===== src/rtl/cmul_seq_ctrl.sv =====
// Sequential complex multiplier controller: time-shares one external W x W
// multiplier over four cycles to form (ar + j*ai) * (br + j*bi).
module cmul_seq_ctrl #(
  parameter int W = 4
) (
  input  logic           clk,
  input  logic           rst_n,
  input  logic           in_valid,
  output logic           in_ready,
  input  logic [W-1:0]   ar,
  input  logic [W-1:0]   ai,
  input  logic [W-1:0]   br,
  input  logic [W-1:0]   bi,
  output logic [W-1:0]   mul_a,
  output logic [W-1:0]   mul_b,
  input  logic [2*W-1:0] mul_p,
  output logic           out_valid,
  input  logic           out_ready,
  output logic [2*W:0]   re,
  output logic [2*W:0]   im,
  output logic           busy
);

  typedef enum logic [2:0] {
    IDLE = 3'd0,
    M_AC = 3'd1,
    M_BD = 3'd2,
    M_AD = 3'd3,
    M_BC = 3'd4,
    DONE = 3'd5
  } state_e;

  state_e         state_q, state_d;
  logic [W-1:0]   ar_q, ar_d;
  logic [W-1:0]   ai_q, ai_d;
  logic [W-1:0]   br_q, br_d;
  logic [W-1:0]   bi_q, bi_d;
  logic [2*W:0]   re_q, re_d;
  logic [2*W:0]   im_q, im_d;
  logic [2*W:0]   prod_ext;

  // Products are unsigned; one extra bit gives re its sign and im its carry.
  assign prod_ext = {1'b0, mul_p};

  always_ff @(posedge clk or negedge rst_n) begin
    if (!rst_n) begin
      state_q <= IDLE;
      ar_q    <= '0;
      ai_q    <= '0;
      br_q    <= '0;
      bi_q    <= '0;
      re_q    <= '0;
      im_q    <= '0;
    end else begin
      state_q <= state_d;
      ar_q    <= ar_d;
      ai_q    <= ai_d;
      br_q    <= br_d;
      bi_q    <= bi_d;
      re_q    <= re_d;
      im_q    <= im_d;
    end
  end

  always_comb begin
    state_d = state_q;
    ar_d    = ar_q;
    ai_d    = ai_q;
    br_d    = br_q;
    bi_d    = bi_q;
    re_d    = re_q;
    im_d    = im_q;
    mul_a   = '0;
    mul_b   = '0;
    case (state_q)
      IDLE: begin
        if (in_valid) begin
          ar_d    = ar;
          ai_d    = ai;
          br_d    = br;
          bi_d    = bi;
          state_d = M_AC;
        end
      end
      M_AC: begin
        mul_a   = ar_q;
        mul_b   = br_q;
        re_d    = prod_ext;
        state_d = M_BD;
      end
      M_BD: begin
        mul_a   = ai_q;
        mul_b   = bi_q;
        re_d    = re_q - prod_ext;
        state_d = M_AD;
      end
      M_AD: begin
        mul_a   = ar_q;
        mul_b   = bi_q;
        im_d    = prod_ext;
        state_d = M_BC;
      end
      M_BC: begin
        mul_a   = ai_q;
        mul_b   = br_q;
        im_d    = im_q + prod_ext;
        state_d = DONE;
      end
      DONE: begin
        if (out_ready) state_d = IDLE;
      end
      default: state_d = IDLE;
    endcase
  end

  assign in_ready  = (state_q == IDLE);
  assign out_valid = (state_q == DONE);
  assign busy      = (state_q != IDLE);
  assign re        = re_q;
  assign im        = im_q;

endmodule


===== config.mk =====
export PLATFORM = sky130hd
export DESIGN_NAME = cmul_seq_ctrl
export DESIGN_NICKNAME = d
export VERILOG_FILES = /design/src/rtl/cmul_seq_ctrl.sv
export SDC_FILE = /design/constraint.sdc
export NUM_CORES = 1
export LEC_CHECK = 0
export CORE_ASPECT_RATIO = 2
export CORE_MARGIN = 2
export CORE_UTILIZATION = 42
export CTS_CLUSTER_SIZE = 16
export DETAILED_ROUTE_END_ITERATION = 8
export DONT_BUFFER_PORTS = 1
export PLACE_DENSITY = 0.67
export SLEW_MARGIN = 20
export SYNTH_ARGS = -nofsm -noshare
export SYNTH_HDL_FRONTEND = slang
export SYNTH_SLANG_ARGS = --single-unit

===== constraint.sdc =====
create_clock -name clk -period 3.3 [get_ports clk]
set_input_delay 0.66 -clock clk [delete_from_list [all_inputs] [get_ports clk]]
set_output_delay 0.66 -clock clk [all_outputs]
set_load 0.05 [all_outputs]

==> run summary <==
startpoint types: flip-flop
CP endpoint kind: output pin
Yosys warning total: 0
crit path kind: reg2out
cts-stage hold buffer count: 0
post-DR vias/cell: 5.91
Async S/R FF share, synth: 100%
Diodes inserted: 0
initial antenna violation count: 0
most common cell after layout, fill and taps aside: dfrtp_1
DR pass1 iterations: 4
Die Area: 6200 sq um
EDFF count, synth: 0
CP required: 2.64 ns
crit-path cells: and2_1 -> nand2_1 -> o21ai_1 -> buf_4
final max-slew violation count: 0
vias in the first global route: 1926
Avg WL per Cell: 18.7 microns
status: finished, final reports clean
met3 GRT Util: 4.00%
Setup TNS: 0 ns
CP max-delay cell: dfrtp_1
Die Wd: 56.7 microns
aggregate global-route resource usage: 20.0%
minimum clock period: 2.65 ns
Port Buffer Count: 0
later-pin clock latency in the skew report: 0.30 ns
mapped cell area: 2330 sq um
clk root buf: clkbuf_8
CTS resizes: 0
total setup buffers inserted after CTS: 0
worst-path fanout max: 20
Rows: 38
Synth top area share: 39.7%
core footprint: 5370 sq um
total CTS buffers: 5
final wirelength: 5.73 mm
Synth Instances: 237
met2 usage: 38.0%
post-route ant nets: 0
clk slew on worst S/H paths: 0.09 ns
HP Class: in2async
most frequent cells in the layout: 37 x dfrtp_1, 20 x o21ai_0, 19 x nand2_1
GRT Max-Usage Layer: met2
I/O Pins: 57
largest cells by area after synthesis: dfrtp_1 40%, ha_1 8.6%, mux2_2 8.2%
Die Y-Extent: 109 microns
routability cong.: 0.799
drc violations: 0
Initial Utilization: 43.4%
CTS tree: built
clock buffer depth: 2
first-pass GRT wire length: 9.49 mm
Area growth syn-to-layout: 9.17%
proportion of layout cells with a drive suffix above 1: 14.6%
Seq cells post-synth: 37
Synth Area per Inst: 9.84 sq um
Layout Skew: 0.0102 ns
final setup violating endpoints: 0
Netlist cell types: 40
nets: 291
grt ovf: 0
grt met1 use: 20.7%
largest net degree at the start of global routing: 38
syn_nets: 283
maximum capacitance violations: 0
Max-slew headroom: 53.5%
Synth Flop Type: dfrtp_1
Filler cells: 503
Clock Sinks: 37
violation count after the first detailed-routing iteration: 66
Max Fclk: 377 MHz
Worst Path Arrival: 1.99 ns
final hold vios: 0
total number of vias: 1807
H-tree depth: 2
Final Cycle Share: 80.3%
Worst Tran Pin Value: 0.695 ns
DP HPWL: 4.30 mm
cell taking the most area after synthesis: dfrtp_1
RSZ-0062 raised after global routing: false
peak per-stage delay on the critical path: 0.75 ns
share of the yosys chip area belonging to registers: 39.7%
-- layout make-up --
| class | count | area, sq um | share of cell area, % |
|---|---|---|---|
| inverter | 16 | 60.1 | 2.36 |
| timing repair buffer | 10 | 75.1 | 2.95 |
| clock buffer | 6 | 82.6 | 3.24 |
| tap | 60 | 75.1 | 2.95 |
| multi-input combinational | 175 | 1290 | 50.7 |
| clock inverter | 2 | 37.5 | 1.47 |
| sequential | 37 | 926 | 36.4 |
-- stage by stage --
stage	util [%]	setup WS (ns)	cells	instance area (sq um)	hold WS (ns)
6_report	47.4	0.650	306	2550	0.0446
5_1_grt	47.4	0.516	306	2550	0.0342
2_1_floorplan	-	0.683	237	2330	0.364
4_1_cts	47.4	0.643	306	2550	0.0363
3_3_place_gp	45.2	0.748	298	2430	0.366
3_5_place_dp	45.2	0.686	298	2430	0.365
-- path summary, 6_finish.rpt --
| check | endpoint | slack [ns] | cells past startpoint | from |
|---|---|---|---|---|
| max | mul_b[2] | 0.65 | 4 | state_q[2] |
| min | im[4] | 0.04 | 0 | rst_n |
| max reg2reg | re[8] | 0.70 | 9 | re[0] |
| min reg2reg | ar_q[2] | 0.52 | 1 | ar_q[2] |
| max in group asynchronous | state_q[1] | 3.16 | 0 | rst_n |
| min in group clk | state_q[0] | 0.44 | 1 | out_ready |
-- routing by layer --
metal / wire (microns) / share of wire, %
met5: 0 / 0
met4: 119 / 2.1
met1: 2160 / 38
met3: 248 / 4.3
met2: 3200 / 56
-- critical path, delay by kind of cell, from the launching register on --
| family | cells | cell delay (ns) |
|---|---|---|
| flops | 1 | 0.75 |
| simple gates | 2 | 0.61 |
| buf+inv | 1 | 0.22 |
| compound gates | 1 | 0.10 |
-- cells in the mapped netlist (all sizes together) (4+ instances only) --
master	number
inv	16
nor2	15
buf	8
mux2	17
o21ai	27
nand2b	5
dfrtp	37
xor2	5
nand2	19
a221o	6
a21oi	6
nor2b	4
ha	16
a22oi	15
-- kinds of logic (layout without fill, tap and decap cells) --
kind of cell / after synthesis / after routing / synth area share (%)
compound gates: 73 / 73 / 21.1
simple gates: 58 / 58 / 12.2
flops: 37 / 37 / 39.7
buf+inv: 25 / 34 / 4.99
mux: 19 / 19 / 9.07
fa+ha+maj: 18 / 18 / 10.3
xor+xnor: 7 / 7 / 2.63
-- registers in the layout (all words and copies together), names as in the netlist --
name / flops
ai_q: 4
ar_q: 4
bi_q: 4
br_q: 4
im: 9
re: 9
state_q: 3
Power is left out: the tool's default activity adds up to more than one toggle a clock period on the data nets, which glitch-free logic cannot reach.
